==> src/rtl/ram_arbiter.sv <==
// Two-port arbiter sharing one synchronous 8-bit RAM between a video reader and a CPU.
// Fixed three-cycle access: sample request, issue to RAM, capture read data and acknowledge.
module ram_arbiter #(
    parameter int KB = 16,
    localparam int AW = $clog2(KB * 1024)
) (
    input  logic          clock,
    input  logic          reset,
    input  logic          vreq,
    input  logic [AW-1:0] va,
    output logic          vack,
    output logic [7:0]    vq,
    input  logic          creq,
    input  logic          cwr,
    input  logic [AW-1:0] ca,
    input  logic [7:0]    cd,
    output logic          cack,
    output logic [7:0]    cq,
    output logic          wait_n,
    output logic          ram_ce,
    output logic          ram_we,
    output logic [AW-1:0] ram_a,
    output logic [7:0]    ram_d,
    input  logic [7:0]    ram_q
);

    typedef enum logic [1:0] {
        IDLE    = 2'd0,
        ISSUE   = 2'd1,
        CAPTURE = 2'd2
    } state_t;

    state_t state;
    logic   grant_cpu;
    logic   lat_wr;
    logic   last_cpu;
    logic   pick_cpu;

    // Video wins a tie unless it also won the previous grant, so the CPU never waits more than one video access.
    assign pick_cpu = creq & (~vreq | ~last_cpu);

    assign wait_n = ~(creq & ~cack);

    // Access sequencer; ram_a and ram_d double as the latched address and write data.
    always_ff @(posedge clock or posedge reset) begin
        if (reset) begin
            state     <= IDLE;
            grant_cpu <= 1'b0;
            lat_wr    <= 1'b0;
            last_cpu  <= 1'b1;
            ram_ce    <= 1'b0;
            ram_we    <= 1'b1;
            ram_a     <= {AW{1'b0}};
            ram_d     <= 8'h00;
            vack      <= 1'b0;
            cack      <= 1'b0;
            vq        <= 8'h00;
            cq        <= 8'h00;
        end else begin
            case (state)
                IDLE: begin
                    vack <= 1'b0;
                    cack <= 1'b0;
                    if (vreq || creq) begin
                        state     <= ISSUE;
                        ram_ce    <= 1'b1;
                        grant_cpu <= pick_cpu;
                        last_cpu  <= pick_cpu;
                        if (pick_cpu) begin
                            ram_a  <= ca;
                            ram_we <= ~cwr;
                            lat_wr <= cwr;
                            if (cwr) begin
                                ram_d <= cd;
                            end
                        end else begin
                            ram_a  <= va;
                            ram_we <= 1'b1;
                            lat_wr <= 1'b0;
                        end
                    end
                end
                ISSUE: begin
                    ram_ce <= 1'b0;
                    ram_we <= 1'b1;
                    state  <= CAPTURE;
                end
                CAPTURE: begin
                    state <= IDLE;
                    if (grant_cpu) begin
                        cack <= 1'b1;
                        if (!lat_wr) begin
                            cq <= ram_q;
                        end
                    end else begin
                        vack <= 1'b1;
                        vq   <= ram_q;
                    end
                end
                default: begin
                    state  <= IDLE;
                    ram_ce <= 1'b0;
                    ram_we <= 1'b1;
                    vack   <= 1'b0;
                    cack   <= 1'b0;
                end
            endcase
        end
    end

endmodule

==> config.mk <==
export PLATFORM = sky130hd
export DESIGN_NAME = ram_arbiter
export DESIGN_NICKNAME = d
export VERILOG_FILES = /design/src/rtl/ram_arbiter.sv
export SDC_FILE = /design/constraint.sdc
export NUM_CORES = 1
export LEC_CHECK = 0
export CORE_MARGIN = 5
export CORE_UTILIZATION = 40
export CTS_CLUSTER_SIZE = 8
export DETAILED_ROUTE_END_ITERATION = 6
export PLACE_DENSITY = 0.79
export SYNTH_ARGS = -nofsm -noshare
export SYNTH_HDL_FRONTEND = slang
export SYNTH_SLANG_ARGS = --single-unit
==> constraint.sdc <==
create_clock -name clock -period 1.6 [get_ports clock]
set_input_delay 0.32 -clock clock [delete_from_list [all_inputs] [get_ports clock]]
set_output_delay 0.32 -clock clock [all_outputs]
set_load 0.02 [all_outputs]
# Word level (Yosys, flattened, before mapping)
# Cells that the tools add are included.
# classes
eq_ne,5
muxes,13
bitwise,12
n_reduce_logical,9
# ops
op,count
$mux W14,1
$reduce_and A2 Y1,5
$not A1 Y1,9
$pmux W1 S2,4
$mux W1,6
$ne A2 B2 Y1 const B,3
$pmux W2 S2,1
$reduce_and A4 Y1,1
$reduce_and A3 Y1,1
$and A1 B1 Y1,2
$eq A2 B1 Y1 const B,1
$eq A2 B2 Y1 const B,1
$logic_not A2 Y1,1
$mux W2,1
$logic_or A1 B1 Y1,1
$or A1 B1 Y1,1
# word_totals
regBits,47
inputBits,49
out_inout_bits,43
wordCells,51

# Longest topological paths before layout
# Gate-level depths: netlist (run 1).
# depth
ltp_word,6
mapped_depth,5
mapped_depth_nobuf,3

# Worst setup path after synthesis (run 1)
# No wires, ideal clock.
# synth_path
path_type,reg-to-reg
start,register state[0]
end,register cq[0]
setup_time_ns,0.125
arrival_ns,1.298
required_ns,1.475
slack_ns,0.178
stages_incl_launch_ff,4
path_buffers,0
synth_period_minus_slack_ns,1.422
path_cell_list,dfrtp_1 > nand2b_4 > nor3b_4 > mux2_2
# synth_via
elab_chain_cells,2
# synth_lines
element,line,rtl
start: declaration,33,state_t state;
start signal: assignment,47,state <= IDLE;
start signal: assignment,65,state <= ISSUE;
start signal: assignment,86,state <= CAPTURE;
$eq A2 B2 Y1,60,case (state)
$reduce_and A3 Y1 (no source line),n/a,
end signal: assignment,93,cq <= ram_q;
end: declaration,18,"output logic [7:0] cq,"
# No other way between the ends.
# A chain may end at the register's enable or synchronous reset.

# Worst setup path in the final report (run 1)
# layout_path
start,register cq[7]
end,output cq[7]
# No word-level cell between the ends.

==> results by group, run 1 <==
Status
  – Outcome: complete, no violations

Synth
  – Count of cell types in the netlist: 25
  – Number of standard cells after synthesis: 157
  – Mapped Nets: 206
  – Portion of netlist area occupied by mux cells: 15.14%
  – Synth Area in Simple Gates: 10.80%
  – Flip-flop and latch count after synthesis: 47
  – Xor and xnor area share after synthesis: 0%
  – Post-Synth Adder-Cell Area: 0%
  – Mapped Area: 0.001934 sq mm
  – Synth Area per Inst: 12.32 sq um
  – Yosys synthesis warning count: 0
  – Combinational family with the most area after synthesis: multiplexers
  – Sequential cell area fraction in the yosys report: 60.93%
  – Complex-gate fraction of the synthesized area: 11.38%

Setup path
  – Category of the critical setup timing path: reg -> out
  – Worst path max stage delay: 600 ps
  – Arrival @ worst endpoint: 1230 ps
  – Worst path cell trace: clkdlybuf4s50_1
  – Endpoint type of the worst setup path: output port
  – Buf+Inv Stages, Crit Path: 1
  – Crit start category: flop
  – Cell with the biggest individual delay on the critical path: clkdlybuf4s50_1
  – Cell class contributing the biggest share of worst-path delay: buffers and inverters
  – Req. time, crit path: 1280 ps
  – Maximum net fanout on the critical path: 2

STA
  – Sum Neg Setup Slack: 0 ps
  – Hold Fails Final Rpt: 0
  – Crit path time final: 1554 ps
  – Peak Freq: 0.6434 GHz
  – Pin slew with the least headroom to its limit: 264.1 ps
  – Worst setup margin: 45.81 ps
  – Post-Route Hold Slack: 378.4 ps
  – Clock Skew: 8.372 ps
  – RSZ-0062 raised after global routing: no
  – Max-slew headroom at the worst pin: 82.30%
  – Number of slew-limit violations in the final report: 0
  – Share of the cycle needed by the critical path after routing: 97.14%
  – Final count of negative-setup-slack endpoints: 0

Detailed routing
  – Number of vias after detailed routing: 1561
  – Detailed-routed wire length on met2: 2.252 mm
  – Total routed wire length on the met1 layer: 1.966 mm
  – DR vias/cell: 4.803
  – Number of detailed-routing iterations run before antenna repair: 4
  – Number of nets with antenna violations after detailed routing: 0
  – Starting DRT DRC Count: 46
  – WL final: 4.870 mm
  – Average detailed-routed wire length per instance: 14.98 microns
  – Wire length on met3: 595 microns
  – Drc violations: 0
  – Top routing layer in use: met4

Global routing
  – Maximum number of pins on one net before global-route repair: 48
  – Wire length of the first global-routing pass: 7.686 mm
  – Vias in the first global route: 1609
  – Number of antenna violations at the first check in global routing: 0
  – GR Overflow Total: 0
  – Global Route Usage Sum: 15.83%

Floorplan
  – DIE HEIGHT: 79.54 microns
  – Core Rows: 25
  – Die Footprint: 0.006327 sq mm
  – Floorplan die width: 79.54 microns
  – Number of placed I/O pins: 92
  – Effective utilization at floorplan: 40.95%
  – Area of the core region: 0.004723 sq mm

Clocking
  – Clock tree from TritonCTS: built
  – Clock buffers created by TritonCTS: 5
  – Clock-pin slew reported for the worst setup and hold paths after clock tree synthesis: 90 ps
  – Hold buffer count at CTS: 0
  – Bufs on Longest Clock Path: 2
  – CTS root buf: clkbuf_8
  – Number of H-tree levels: 2
  – Clk_lat worst skew: 300 ps
  – Number of sinks handled by clock tree synthesis: 47

Layout
  – Area added between synthesis and finish: 63.71%
  – Final net count: 306
  – Final standard cell utilization of the core: 67.05%
  – Combined flip-flop and latch cell area: 0.001179 sq mm
  – Number of diodes added for antenna fixing: 0
  – Commonest cells after routing, fill and taps aside: 49 x clkdlybuf4s50_1, 45 x dfrtp_1, 28 x nand2_1
  – Fillcell total: 367
  – Multi-input combinational cell area: 721.9 sq um
  – Share of layout cells above drive strength 1: 21.32%
  – Most frequent standard cell in the layout excluding fill and tap cells: clkdlybuf4s50_1
  – Post-route design area: 0.003167 sq mm

Placement
  – DP Worst Slack: -195.8 ps
  – Hpwl dp: 3.749 mm
  – Final weighted congestion of routability-driven global placement: 0.7218
  – Count of port buffers added during placement: 91
  – Area after DPL: 0.003000 sq mm

Min path
  – Worst hold path type: in -> async

Power
  – Leak: 1.538 nW
  – Maximum vdd ir drop: 1.043 mV
  – Cell area power density: 1921 mW/mm^2

Flow run
  – Max_cap viols: 0
what timing repair did:
action / CTS / global route
endpoints found under the hold margin: 0 / 0
endpoints found under the setup margin: 19 / 23
resized for setup: 19 / 23
buffers inserted: 0 / 0
cloned: 0 / 0
layer usage:
| layer | track usage, % | up-vias |
|---|---|---|
| li1 | - | 751 |
| met1 | 17.96 | 727 |
| met2 | 26.21 | 78 |
| met3 | 7.788 | 5 |
| met4 | 4.639 | 0 |
| met5 | 0 | - |
flip-flops by register name (all words and copies together) (netlist names):
name / flops
ram_ce: 1
cack: 1
lat_wr: 1
cq: 8
last_cpu: 1
vq: 8
ram_d: 8
vack: 1
state: 2
ram_we: 1
ram_a: 14
grant_cpu: 1
through the flow:
step | std cells | power, W
6_report | 325 | 0.006085
5_1_grt | 325 | 0.006466
4_1_cts | 325 | 0.006218
3_5_place_dp | 317 | 0.005366
3_3_place_gp | 317 | 0.005271
2_1_floorplan | 157 | 0.003765
power by group:
part	total [W]	leakage, nW	switching (W)	internal (W)
Sequential	0.00210	0.552	0.000315	0.00179
Combinational	0.00296	0.920	0.00151	0.00145
Clock	0.00102	0.0654	0.000392	0.000624
Total	0.00608	1.54	0.00222	0.00386
worst paths after layout:
| check | startpoint | end | slack [ps] | cells after the start |
|---|---|---|---|---|
| hold / removal | reset | ram_a[0]$_DFFE_PP0P_ | 380 | 3 |
| setup / recovery | cq[7]$_DFFE_PP0P_ | cq[7] | 50 | 1 |
| hold reg to reg | cq[2]$_DFFE_PP0P_ | cq[2]$_DFFE_PP0P_ | 500 | 1 |
| setup reg to reg | state[1]$_DFFE_PP0P_ | cq[7]$_DFFE_PP0P_ | 200 | 4 |
| max in group asynchronous | reset | last_cpu$_DFFE_PP1P_ | 950 | 3 |
| min in group clock | cq[2]$_DFFE_PP0P_ | cq[2]$_DFFE_PP0P_ | 500 | 1 |
Yosys cell counts:
| master | instances | area (sq um) |
|---|---|---|
| inv_1 | 2 | 7.510 |
| mux2_2 | 26 | 292.8 |
| nor3b_4 | 1 | 18.77 |
| nor2_1 | 3 | 11.26 |
| o2bb2ai_1 | 2 | 17.52 |
| buf_2 | 3 | 15.01 |
| a21bo_2 | 1 | 10.01 |
| o21ba_2 | 1 | 10.01 |
| and2b_2 | 1 | 8.760 |
| a31oi_1 | 14 | 87.58 |
| o31a_1 | 1 | 8.760 |
| nor3_2 | 1 | 10.01 |
| dfrtp_1 | 45 | 1126 |
| nor2_2 | 2 | 12.51 |
| nand2b_1 | 1 | 6.260 |
| o21ai_0 | 1 | 5.000 |
| nor2b_1 | 1 | 6.260 |
| nand2_1 | 28 | 105.1 |
| a21boi_2 | 1 | 11.26 |
| or2_2 | 1 | 6.260 |
| dfstp_2 | 2 | 52.55 |
| clkbuf_1 | 3 | 11.26 |
| nand3_2 | 1 | 10.01 |
| nand2b_4 | 1 | 13.76 |
| a21oi_1 | 14 | 70.07 |
cells by family after synthesis:
kind of cell	after synthesis
compound gates	35
buf+inv	8
flops	47
mux	26
simple gates	41
layout make-up:
class | count | share of cell area, %
timing repair buffer | 99 | 32.91
clock buffer | 6 | 2.292
clock inverter | 2 | 1.896
multi-input combinational | 102 | 22.80
inverter | 2 | 0.2371
tap | 67 | 2.647
sequential | 47 | 37.22
Note: power is estimated with default switching activity, not from simulation.
==> run 2, diff against run 1 <==
==> constraint.sdc (replaced) <==
create_clock -name clock -period 1.6 [get_ports clock]
set_input_delay 0.24 -clock clock [delete_from_list [all_inputs] [get_ports clock]]
set_output_delay 0.24 -clock clock [all_outputs]
set_load 0.02 [all_outputs]
==> results by group, run 2 (synthesized netlist as in run 1, its figures left out) <==
Status
  – Outcome: complete, no violations

Detailed routing
  – Number of nets with antenna violations after detailed routing: 0
  – Starting DRT DRC Count: 31
  – DR vias/cell: 4.745
  – Average detailed-routed wire length per instance: 14.28 microns
  – WL final: 4.656 mm
  – Number of detailed-routing iterations run before antenna repair: 4
  – Drc violations: 0
  – Number of vias after detailed routing: 1547

Layout
  – Commonest cells after routing, fill and taps aside: 88 x clkdlybuf4s50_1, 45 x dfrtp_1, 28 x nand2_1
  – Share of layout cells above drive strength 1: 21.62%
  – Final net count: 307
  – Most flops, register: ram_a
  – Most frequent standard cell in the layout excluding fill and tap cells: clkdlybuf4s50_1
  – Post-route design area: 0.003118 sq mm
  – Max FFs per register: 14
  – Area added between synthesis and finish: 61.19%
  – Number of diodes added for antenna fixing: 0

Placement
  – Count of port buffers added during placement: 91
  – Final weighted congestion of routability-driven global placement: 0.6826
  – Hpwl dp: 3.754 mm
  – Area after DPL: 0.003008 sq mm

Clocking
  – Clock tree from TritonCTS: built
  – Number of H-tree levels: 2
  – Clock buffers created by TritonCTS: 5
  – Bufs on Longest Clock Path: 2
  – Clk_lat worst skew: 290 ps
  – CTS root buf: clkbuf_8
  – Clock-pin slew reported for the worst setup and hold paths after clock tree synthesis: 90 ps
  – Number of sinks handled by clock tree synthesis: 47

Global routing
  – Maximum number of pins on one net before global-route repair: 20
  – Global Route Usage Sum: 15.49%
  – GR Overflow Total: 0
  – Number of antenna violations at the first check in global routing: 0
  – Wire length of the first global-routing pass: 7.527 mm
  – Vias in the first global route: 1629

Flow run
  – Max_cap viols: 0

Setup path
  – Arrival @ worst endpoint: 1320 ps
  – Worst path max stage delay: 640 ps
  – Category of the critical setup timing path: reg -> out
  – Endpoint type of the worst setup path: output port
  – Worst path cell trace: clkdlybuf4s50_1
  – Buf+Inv Stages, Crit Path: 1
  – Crit start category: flop
  – Cell class contributing the biggest share of worst-path delay: buffers and inverters
  – Maximum net fanout on the critical path: 2
  – Cell with the biggest individual delay on the critical path: clkdlybuf4s50_1
  – Req. time, crit path: 1360 ps

STA
  – Max-slew headroom at the worst pin: 75.15%
  – Hold Fails Final Rpt: 0
  – RSZ-0062 raised after global routing: no
  – Number of slew-limit violations in the final report: 0
  – Final count of negative-setup-slack endpoints: 0
  – Pin slew with the least headroom to its limit: 372.2 ps
  – Sum Neg Setup Slack: 0 ps
  – Peak Freq: 0.6415 GHz
  – Clock Skew: 6.872 ps
  – Share of the cycle needed by the critical path after routing: 97.42%
  – Crit path time final: 1559 ps

Floorplan
  – Effective utilization at floorplan: 40.95%
  – Core Rows: 25
  – Die Footprint: 0.006327 sq mm
  – DIE HEIGHT: 79.54 microns
  – Number of placed I/O pins: 92
  – Area of the core region: 0.004723 sq mm
  – Floorplan die width: 79.54 microns

Min path
  – Worst hold path type: in -> async

Power
  – Maximum vdd ir drop: 0.8557 mV
  – Cell area power density: 1969 mW/mm^2
  – Leak: 1.299 nW
-- run 2: cell types whose count changed in the layout (fill, tap and decap cells not counted) --
| cell | before | now |
|---|---|---|
| clkdlybuf4s50_1 | 49 | 88 |
| dlymetal6s2s_1 | 23 | 1 |
| dlygate4sd2_1 | 19 | 2 |
| buf_4 | 5 | 6 |
| bufinv_16 | 2 | 1 |
| clkinvlp_4 | 0 | 1 |
-- run 2: final cells by class --
| type | count | area, sq um |
|---|---|---|
| Clock inverter | 2 | 37.54 |
| Inverter | 2 | 7.507 |
| Sequential cell | 47 | 1179 |
| Timing Repair Buffer | 100 | 1016 |
| Clock buffer | 6 | 72.57 |
| Fill cell | 394 | 1605 |
| Multi-Input combinational cell | 102 | 721.9 |
| Tap cell | 67 | 83.83 |
-- run 2: routing by layer --
metal / GRT usage [%] / vias up / wire length [microns]
met5: 0 / - / 0
met3: 8.126 / 4 / 589
met1: 17.95 / 714 / 1841
met2: 24.54 / 75 / 2171
met4: 5.155 / 0 / 53
li1: - / 754 / -
-- run 2: path summary, 6_finish.rpt --
check,from,endpoint,slack (ps),cells past startpoint
setup / recovery,ram_a[13]$_DFFE_PP0P_,ram_a[13],40,1
hold / removal,reset,vq[5]$_DFFE_PP0P_,240,2
setup reg to reg,state[1]$_DFFE_PP0P_,cq[7]$_DFFE_PP0P_,200,4
hold reg to reg,vq[2]$_DFFE_PP0P_,vq[2]$_DFFE_PP0P_,510,1
max in group asynchronous,reset,last_cpu$_DFFE_PP1P_,850,3
min in group clock,va[3],ram_a[3]$_DFFE_PP0P_,510,3
-- run 2: what timing repair did --
| action | 4_1_cts | 5_1_grt |
|---|---|---|
| endpoints found under the setup margin | 2 | 1 |
| cloned | 0 | 0 |
| pin swaps | 0 | 0 |
| hold buffers | 0 | 0 |
| buffers inserted | 0 | 0 |
| resized for setup | 2 | 1 |
-- run 2: power by group --
| part | leakage [nW] | switching [W] | internal (W) |
|---|---|---|---|
| logic | 0.696 | 0.00149 | 0.00167 |
| clock network | 0.0514 | 0.000378 | 0.000466 |
| registers | 0.552 | 0.000343 | 0.00179 |
| total | 1.30 | 0.00221 | 0.00392 |
-- run 2: stage by stage --
stage               cells  setup slack, ps  total power, W  hold WS, ps  util [%]
global route          326            1.685        0.006525        276.0     66.01
detailed placement    318           -140.4        0.005376        495.4     63.68
floorplan             157            177.6        0.003765        388.7         -
global placement      318           -87.86        0.005281        487.6     63.68
CTS                   326            35.75        0.006226        231.6     65.96
finish                326            41.22        0.006138        236.7     66.01
